## src/rtl/mem_read_arbiter_pkg.sv

```systemverilog
// Shared sizing and types for the SDRAM read arbiter that serves the icache, t0cache and lcache miss handlers.
// The client-count and burst-length defaults come from the defines below.
`ifndef numCaches
`define numCaches 3
`endif
`ifndef maxTrans
`define maxTrans 16
`endif

package mem_read_arbiter_pkg;
  localparam int NUM_CLIENTS = `numCaches;
  localparam int MAX_TRANS   = `maxTrans;
  localparam int ADDR_W      = 25;
  localparam int DATA_W      = 32;
  localparam int SZ_W        = $clog2(MAX_TRANS);
  localparam int IDX_W       = $clog2(NUM_CLIENTS);

  typedef logic [IDX_W-1:0] client_idx_t;
  typedef logic [SZ_W-1:0]  size_t;

  typedef enum logic [1:0] {
    IDLE = 2'd0,
    REQ  = 2'd1,
    DATA = 2'd2
  } mem_arb_state_t;

  function automatic client_idx_t next_client(input client_idx_t idx);
    return (int'(idx) >= NUM_CLIENTS - 1) ? '0 : client_idx_t'(int'(idx) + 1);
  endfunction

  function automatic logic [NUM_CLIENTS-1:0] client_onehot(input client_idx_t idx);
    logic [NUM_CLIENTS-1:0] oh;
    oh      = '0;
    oh[idx] = 1'b1;
    return oh;
  endfunction
endpackage

```

## src/rtl/mem_read_arbiter_rr_pick.sv

```systemverilog
// Rotate-priority picker: scans the request vector starting at ptr_i and wrapping,
// returning the first requester found.
module rr_pick
  import mem_read_arbiter_pkg::*;
(
  input  logic [NUM_CLIENTS-1:0] req_i,
  input  client_idx_t            ptr_i,
  output client_idx_t            winner_o,
  output logic                   found_o
);
  int          idx;
  client_idx_t sel;

  always_comb begin
    winner_o = '0;
    found_o  = 1'b0;
    idx      = 0;
    sel      = '0;
    for (int k = 0; k < NUM_CLIENTS; k++) begin
      idx = int'(ptr_i) + k;
      if (idx >= NUM_CLIENTS) idx = idx - NUM_CLIENTS;
      sel = client_idx_t'(idx);
      if (!found_o && req_i[sel]) begin
        found_o  = 1'b1;
        winner_o = sel;
      end
    end
  end
endmodule

```

## src/rtl/mem_read_arbiter.sv

```systemverilog
// Grants one cache burst read at a time to the SDRAM read port and steers the beats back.
// Define MEM_ARB_FIXED_PRIO_EN to replace round-robin with fixed priority (client 0 highest).
module mem_read_arbiter
  import mem_read_arbiter_pkg::*;
(
  input  logic                              clk,
  input  logic                              rst,
  input  logic [NUM_CLIENTS-1:0][ADDR_W-1:0] addr_cache_to_sdram,
  input  logic [NUM_CLIENTS-1:0][SZ_W-1:0]   transSize,
  input  logic [NUM_CLIENTS-1:0]             readReq,
  output logic [NUM_CLIENTS-1:0]             readValid_out,
  output logic [NUM_CLIENTS-1:0][DATA_W-1:0] readData,
  output logic [NUM_CLIENTS-1:0]             doneRead,
  output logic                              sdram_req,
  output logic [ADDR_W-1:0]                 sdram_addr,
  output logic [SZ_W-1:0]                   sdram_size,
  input  logic                              sdram_ack,
  input  logic                              sdram_rvalid,
  input  logic [DATA_W-1:0]                 sdram_rdata,
  output mem_arb_state_t                    dbg_state_o
);
  // Handshake: sdram_req stays high with addr/size stable until the cycle sdram_ack is seen
  // high; beats are accepted on every sdram_rvalid while in DATA, with no backpressure.
  mem_arb_state_t         state_q, state_d;
  client_idx_t            win_q, win_d;
  logic [ADDR_W-1:0]      addr_q, addr_d;
  size_t                  size_q, size_d;
  size_t                  cnt_q, cnt_d;
  logic [DATA_W-1:0]      rdata_q, rdata_d;
  logic [NUM_CLIENTS-1:0] valid_q, valid_d;
  logic [NUM_CLIENTS-1:0] done_q, done_d;

  client_idx_t pick_ptr;
  client_idx_t pick_win;
  logic        pick_found;
  logic        last_beat;

  rr_pick u_rr_pick (
    .req_i    (readReq),
    .ptr_i    (pick_ptr),
    .winner_o (pick_win),
    .found_o  (pick_found)
  );

  assign last_beat = (state_q == DATA) && sdram_rvalid && (cnt_q == size_q);

`ifdef MEM_ARB_FIXED_PRIO_EN
  assign pick_ptr = '0;
`else
  client_idx_t ptr_q;

  // The pointer only moves when a burst completes, so an aborted burst leaves it untouched.
  always_ff @(posedge clk or negedge rst) begin
    if (!rst) begin
      ptr_q <= '0;
    end else if (last_beat) begin
      ptr_q <= next_client(win_q);
    end
  end

  assign pick_ptr = ptr_q;
`endif

  always_comb begin
    state_d = state_q;
    win_d   = win_q;
    addr_d  = addr_q;
    size_d  = size_q;
    cnt_d   = cnt_q;
    rdata_d = rdata_q;
    valid_d = '0;
    done_d  = '0;
    case (state_q)
      IDLE: begin
        if (pick_found) begin
          win_d   = pick_win;
          addr_d  = addr_cache_to_sdram[pick_win];
          size_d  = transSize[pick_win];
          state_d = REQ;
        end
      end
      REQ: begin
        if (sdram_ack) state_d = DATA;
      end
      DATA: begin
        if (sdram_rvalid) begin
          rdata_d = sdram_rdata;
          valid_d = client_onehot(win_q);
          if (last_beat) begin
            cnt_d   = '0;
            done_d  = client_onehot(win_q);
            state_d = IDLE;
          end else begin
            cnt_d = cnt_q + size_t'(1);
          end
        end
      end
      default: state_d = IDLE;
    endcase
  end

  always_ff @(posedge clk or negedge rst) begin
    if (!rst) begin
      state_q <= IDLE;
      win_q   <= '0;
      addr_q  <= '0;
      size_q  <= '0;
      cnt_q   <= '0;
      rdata_q <= '0;
      valid_q <= '0;
      done_q  <= '0;
    end else begin
      state_q <= state_d;
      win_q   <= win_d;
      addr_q  <= addr_d;
      size_q  <= size_d;
      cnt_q   <= cnt_d;
      rdata_q <= rdata_d;
      valid_q <= valid_d;
      done_q  <= done_d;
    end
  end

  assign readValid_out = valid_q;
  assign doneRead      = done_q;
  assign readData      = {NUM_CLIENTS{rdata_q}};
  assign sdram_req     = (state_q == REQ);
  assign sdram_addr    = addr_q;
  assign sdram_size    = size_q;
  assign dbg_state_o   = state_q;
endmodule

```

## config.mk

```make
export PLATFORM = sky130hd
export DESIGN_NAME = mem_read_arbiter
export DESIGN_NICKNAME = d
export VERILOG_FILES = /design/src/rtl/mem_read_arbiter_pkg.sv /design/src/rtl/mem_read_arbiter_rr_pick.sv /design/src/rtl/mem_read_arbiter.sv
export SDC_FILE = /design/constraint.sdc
export NUM_CORES = 1
export LEC_CHECK = 0
export BUFFER_PORTS_ARGS = -buffer_cell sky130_fd_sc_hd__buf_2
export CAP_MARGIN = 25
export CELL_PAD_IN_SITES_DETAIL_PLACEMENT = 1
export CELL_PAD_IN_SITES_GLOBAL_PLACEMENT = 1
export CORE_ASPECT_RATIO = 0.5
export CORE_MARGIN = 2
export CORE_UTILIZATION = 31
export DETAILED_ROUTE_END_ITERATION = 10
export HOLD_SLACK_MARGIN = 0.12
export PLACE_DENSITY = 0.85
export SLEW_MARGIN = 20
export SYNTH_ARGS = -nofsm -noshare
export SYNTH_HDL_FRONTEND = slang
export SYNTH_HIERARCHICAL = 1
export SYNTH_SLANG_ARGS = --single-unit
```

## constraint.sdc

```tcl
create_clock -name clk -period 3 [get_ports clk]
set_clock_uncertainty 0.15 [all_clocks]
set_input_delay 0.6 -clock clk [delete_from_list [all_inputs] [get_ports clk]]
set_output_delay 0.6 -clock clk [all_outputs]
set_load 0.05 [all_outputs]
```

== Word level (Yosys, flattened, before mapping) ==
Index checks and enable logic that the tools add are counted.
Operators by class
  $add $sub $neg: 7
  order comparisons: 10
  equality and inequality tests: 7
  multiplexer cells: 33
  reductions and logical operators: 11
Operator list (count)
  25-bit binary-select mux with 2-bit select: 1
  25-bit two-way mux: 1
  2-bit two-way mux: 11
  2-bit by 3-bit less-than comparator with 1-bit output (second input constant): 5
  3-bit two-way mux: 5
  4-bit binary-select mux with 2-bit select: 1
  4-bit two-way mux: 2
  1-bit two-way mux: 7
  1-bit binary-select mux with 2-bit select: 3
  3-bit by 2-bit greater-or-equal comparator with 1-bit output (second input constant): 2
  2-bit inequality test (second input constant): 3
  2-bit one-hot mux with 3 select lines: 1
  1-bit logical AND: 5
  4-bit by 1-bit adder with 4-bit output (second input constant): 1
  4-bit == test: 1
  2-bit greater-or-equal comparator (second input constant): 2
  2-bit AND reduction: 2
  4-bit AND reduction: 1
  2-bit by 1-bit subtractor with 2-bit output (second input constant): 2
  2-bit by 1-bit adder with 3-bit output (second input constant): 1
  2-bit by 2-bit adder with 3-bit output (second input constant): 1
  2-bit by 1-bit adder with 2-bit output (second input constant): 1
  1-bit demux with 2-bit select: 1
  2-bit by 1-bit == test with 1-bit output (second input constant): 1
  6 further kinds: 7
Word-level totals
  register bits after elaboration: 77
  bits of input ports: 126
  output and inout bits: 134
  word-level logic and storage cells: 77

== Logic depth before layout (Yosys ltp) ==
  word-level depth: 13
  mapped depth: 12
  depth with buffers taken out: 10

== Cells and area by module ==
The synthesis kept the hierarchy.
Modules (own cells, without submodules)
  mem_read_arbiter: times used 1, cells an instance 381, area each 3990.1 um^2, seq. area each 1926.8 um^2
  rr_pick: times used 1, cells an instance 26, area each 200.2 um^2, seq. area each 0.0 um^2

== Worst setup path before layout ==
Ideal clock, no wire load.
  kind: register to register
  start: register ptr_q[0], in the netlist pick_ptr[0]
  end: register addr_q[0], in the netlist sdram_addr[0]
  setup time: 126 ps
  arrival time: 2195 ps
  required time: 2724 ps
  setup slack: 529 ps
  cell stages (with the launch flop): 12
  path buffers: 2
  clock period less this slack: 2471 ps
  cell sequence: dfrtp_1 inv_1 ha_1 mux2i_1 nor3b_1 a211oi_1 buf_2 buf_4 mux2i_1 nor2_1 a21oi_1 a21oi_1
Between the ends
  word-level cells in the longest chain between the ends: 13
  elaborated cells between the ends (all ways): 30
  classes of those cells: add/sub: 5; order compare: 3; mux: 17; reduce/logical: 5
RTL lines
  start: declaration: line mem_read_arbiter.sv:50  | client_idx_t ptr_q;
  start signal: assignment: line mem_read_arbiter.sv:57  | ptr_q <= next_client(win_q);
  parallel branches: the longest is 10 deep, another holds 2-bit by 1-bit adder with 3-bit output
  2-bit two-way mux (*): line mem_read_arbiter_rr_pick.sv:23  | if (!found_o && req_i[sel]) begin
  named net pick_win[1]: line mem_read_arbiter.sv:34  | client_idx_t pick_win;
  25-bit binary-select mux with 2-bit select (*): line mem_read_arbiter.sv:77  | addr_d = addr_cache_to_sdram[pick_win];
  25-bit two-way mux (not written as such) (*): line mem_read_arbiter.sv:77
  end signal: assignment: line mem_read_arbiter.sv:115  | addr_q <= addr_d;
  end: declaration: line mem_read_arbiter.sv:26  | logic [ADDR_W-1:0] addr_q, addr_d;
Mark *: on every way through the listed nets, which the timed path passes. The select of a mux whose other input is x is not followed.
A chain may end at the register's enable or synchronous reset.

== Worst setup path in the final report ==
  start: register ptr_q[1], in the netlist pick_ptr[1]
  end: register addr_q[19], in the netlist sdram_addr[19]
Same word-level chain as after synthesis.

==> impl_metrics.env <==
export IMPL_end_kind="register"
export IMPL_synthToLayoutAreaGrowth_pct=34.3
export IMPL_worstReg2RegStart="pick_ptr[1]"
export IMPL_cp_data_arrival_time_ns=2.85
export IMPL_synthArstFlopShare=1.00
export IMPL_root_buffer="clkbuf_16"
export IMPL_crit_top_cell="a21oi_1"
export IMPL_num_rows=29
export IMPL_die_height_um=86.2
export IMPL_core_region_area_um2=12900
export IMPL_path_clk_slew_ns=0.06
export IMPL_antennaDiodeCount=0
export IMPL_drt_iter0_markers=87
export IMPL_reg2regPathDepth=11
export IMPL_cp_start_kind="register"
export IMPL_synth_cells=407
export IMPL_track_usage=0.163
export IMPL_ant_nets=0
export IMPL_cp_max_fo=15
export IMPL_start_util=0.324
export IMPL_r2r_setup_slack_ns=0.21
export IMPL_ios=260
export IMPL_layout_drive_gt1_share=0.490
export IMPL_synth_area_leaders="dfrtp_1 46%, buf_4 12%, mux2_1 9.1%"
export IMPL_crit_cells=11
export IMPL_yosys_area_top_type="dfrtp_1"
export IMPL_hold_path_class="input port to register"
export IMPL_drt_pre_antenna_iters=4
export IMPL_endpoint="sdram_addr[19]"
export IMPL_cp_top_family="compound AO/OA/AOI/OAI gates"
export IMPL_reg2reg_to="sdram_addr[19]"
export IMPL_final_core_util=0.436
export IMPL_worstPathBufferInverterCount=2
export IMPL_worstPathRequired_ns=3.06
export IMPL_synthesis_area_um2=4190
export IMPL_fillCellCount=1522
export IMPL_grt_max_degree=42
export IMPL_cap_viol_max_count=0
export IMPL_critPathLaunch="pick_ptr[1]"
export IMPL_synth_flop_cell="dfrtp_1"
export IMPL_critical_path_cell_chain="inv_1 > ha_1 > mux2i_2 > mux2i_4 > a21o_1 > a211oi_4 > clkbuf_16 > mux2i_1 > nor2_1 > a21oi_1 > a21oi_1"
export IMPL_routed_wl_um=12400
export IMPL_final_cell_mix="258 x buf_2, 77 x dfrtp_1, 57 x nor2_1, 57 x a21oi_1, 34 x mux2_1"
export IMPL_place_area_um2=5210
export IMPL_crit_type="register to register"
export IMPL_portBuffers=259
export IMPL_yosys_warnings=6
export IMPL_synth_area_per_cell_um2=10.3
export IMPL_critPathMaxStageDelay_ns=0.40
export IMPL_overflow=0
export IMPL_cts_tree="done"
export IMPL_ys_seq_area_frac=0.460
export IMPL_gp_congestion=0.848
export IMPL_wl_per_cell_um=16.0
export IMPL_yosysUniqueCellTypes=35
export IMPL_numCtsBuffers=9
export IMPL_slew_violations=0
export IMPL_die_w_um=168
export IMPL_min_period_over_period=0.929
export IMPL_drc_errors=0
export IMPL_route_vias_total=3605
export IMPL_slowest_stage="dfrtp_1"
export IMPL_final_common_cell="buf_2"
export IMPL_ys_seq_elements=77
export IMPL_viasPerCell=4.62
export IMPL_outcome="finished, final reports clean"
export IMPL_period_needed_ns=2.79
export IMPL_post_dp_hpwl_um=9190
export IMPL_grt_first_pass_wirelength_um=18600
export IMPL_slew_headroom=0.659
export IMPL_synth_nets=537
export IMPL_clk_latency_ns=0.33
export IMPL_die_area_um2=14500
export IMPL_synth_top_cell_area_share=0.460
export IMPL_finalSetupViolations=0
export IMPL_setup_ws_ns=0.212
export IMPL_clkSinkCount=77
export IMPL_synth_edff_count=0
export IMPL_grt_pass1_vias=3705
export IMPL_htreeDepth=3
export IMPL_finalInstanceArea_um2=5630
export IMPL_tightest_slew_ns=0.512
export IMPL_cts_buffer_depth=2
export IMPL_antenna_found_initial=0
export IMPL_final_hold_viol_count=0
export IMPL_fmax_mhz=359
export IMPL_final_nets=735
export IMPL_dpl_worst_slack_ns=-0.154
export IMPL_rsz0062_at_grt="no"
cell usage after synthesis, drive strengths merged, types with 6 or more instances:
cell / instances
inv: 8
dfrtp: 77
nand2: 6
a21oi: 57
mux2i: 34
nor2: 57
mux2: 34
buf: 81
o21ai: 9
cells by family (layout without fill, tap and decap cells):
kind of cell	after synthesis	after routing	share of synthesized area
flip-flops	77	77	0.460
multiplexers	68	68	0.173
adder cells (fa/ha/maj)	4	4	0.0119
XOR/XNOR	4	4	0.0102
buffers and inverters	92	294	0.148
AND/OR/NAND/NOR	86	87	0.100
AO/OA/AOI/OAI	76	76	0.0973
registers in the layout (all words and copies together), names as in the netlist:
register,count
win_q,2
rdata_q,32
readValid_out,3
sdram_addr,25
pick_ptr,2
doneRead,3
cnt_q,4
sdram_size,4
dbg_state_o,2
worst min path at each step:
stage / startpoint / endpoint / slack, ns / cells after the start
after floorplan: rst / cnt_q[0] / 0.15 / 0
after global placement: sdram_addr[22] / sdram_addr[22] / 0.32 / 1
after detailed placement: sdram_addr[19] / sdram_addr[19] / 0.36 / 2
after CTS: sdram_rdata[28] / rdata_q[28] / 0.31 / 2
after global routing: sdram_rdata[28] / rdata_q[28] / 0.32 / 2
final: sdram_rdata[0] / rdata_q[0] / 0.33 / 2
what timing repair did:
action	CTS	global route
cloned	1	1
hold buffers	1	0
buffers inserted	1	2
gates resized for setup	4	6
pin swaps	1	1
endpoints found under the hold margin	36	0
endpoints found under the setup margin	29	29
metal layers:
| metal | track usage | vias up | routed length, um |
|---|---|---|---|
| met5 | 0 | - | 0 |
| met4 | 0.0439 | 0 | 225 |
| met3 | 0.0315 | 18 | 537 |
| met1 | 0.187 | 1755 | 4900 |
| met2 | 0.315 | 117 | 6780 |
| li1 | - | 1715 | - |
per-stage QoR:
step	instances	TNS, ns	hold slack, ns
6_report	780	0	0.326
5_1_grt	780	0	0.319
4_1_cts	777	0	0.312
3_5_place_dp	758	-2.48	0.361
3_3_place_gp	758	-7.31	0.322
2_1_floorplan	407	0	0.154
cell type report:
type	instances	area [um^2]	area share
Inverter	8	30.0	0.00534
Clock inverter	7	56.3	0.0100
Tap cell	170	213	0.0378
Clock buffer	9	225	0.0400
Sequential cell	77	1930	0.342
Timing Repair Buffer	270	1460	0.260
Multi-Input combinational cell	239	1710	0.304
Power is left out: the tool's default activity adds up to more than one toggle a clock period on the data nets, which glitch-free logic cannot reach.
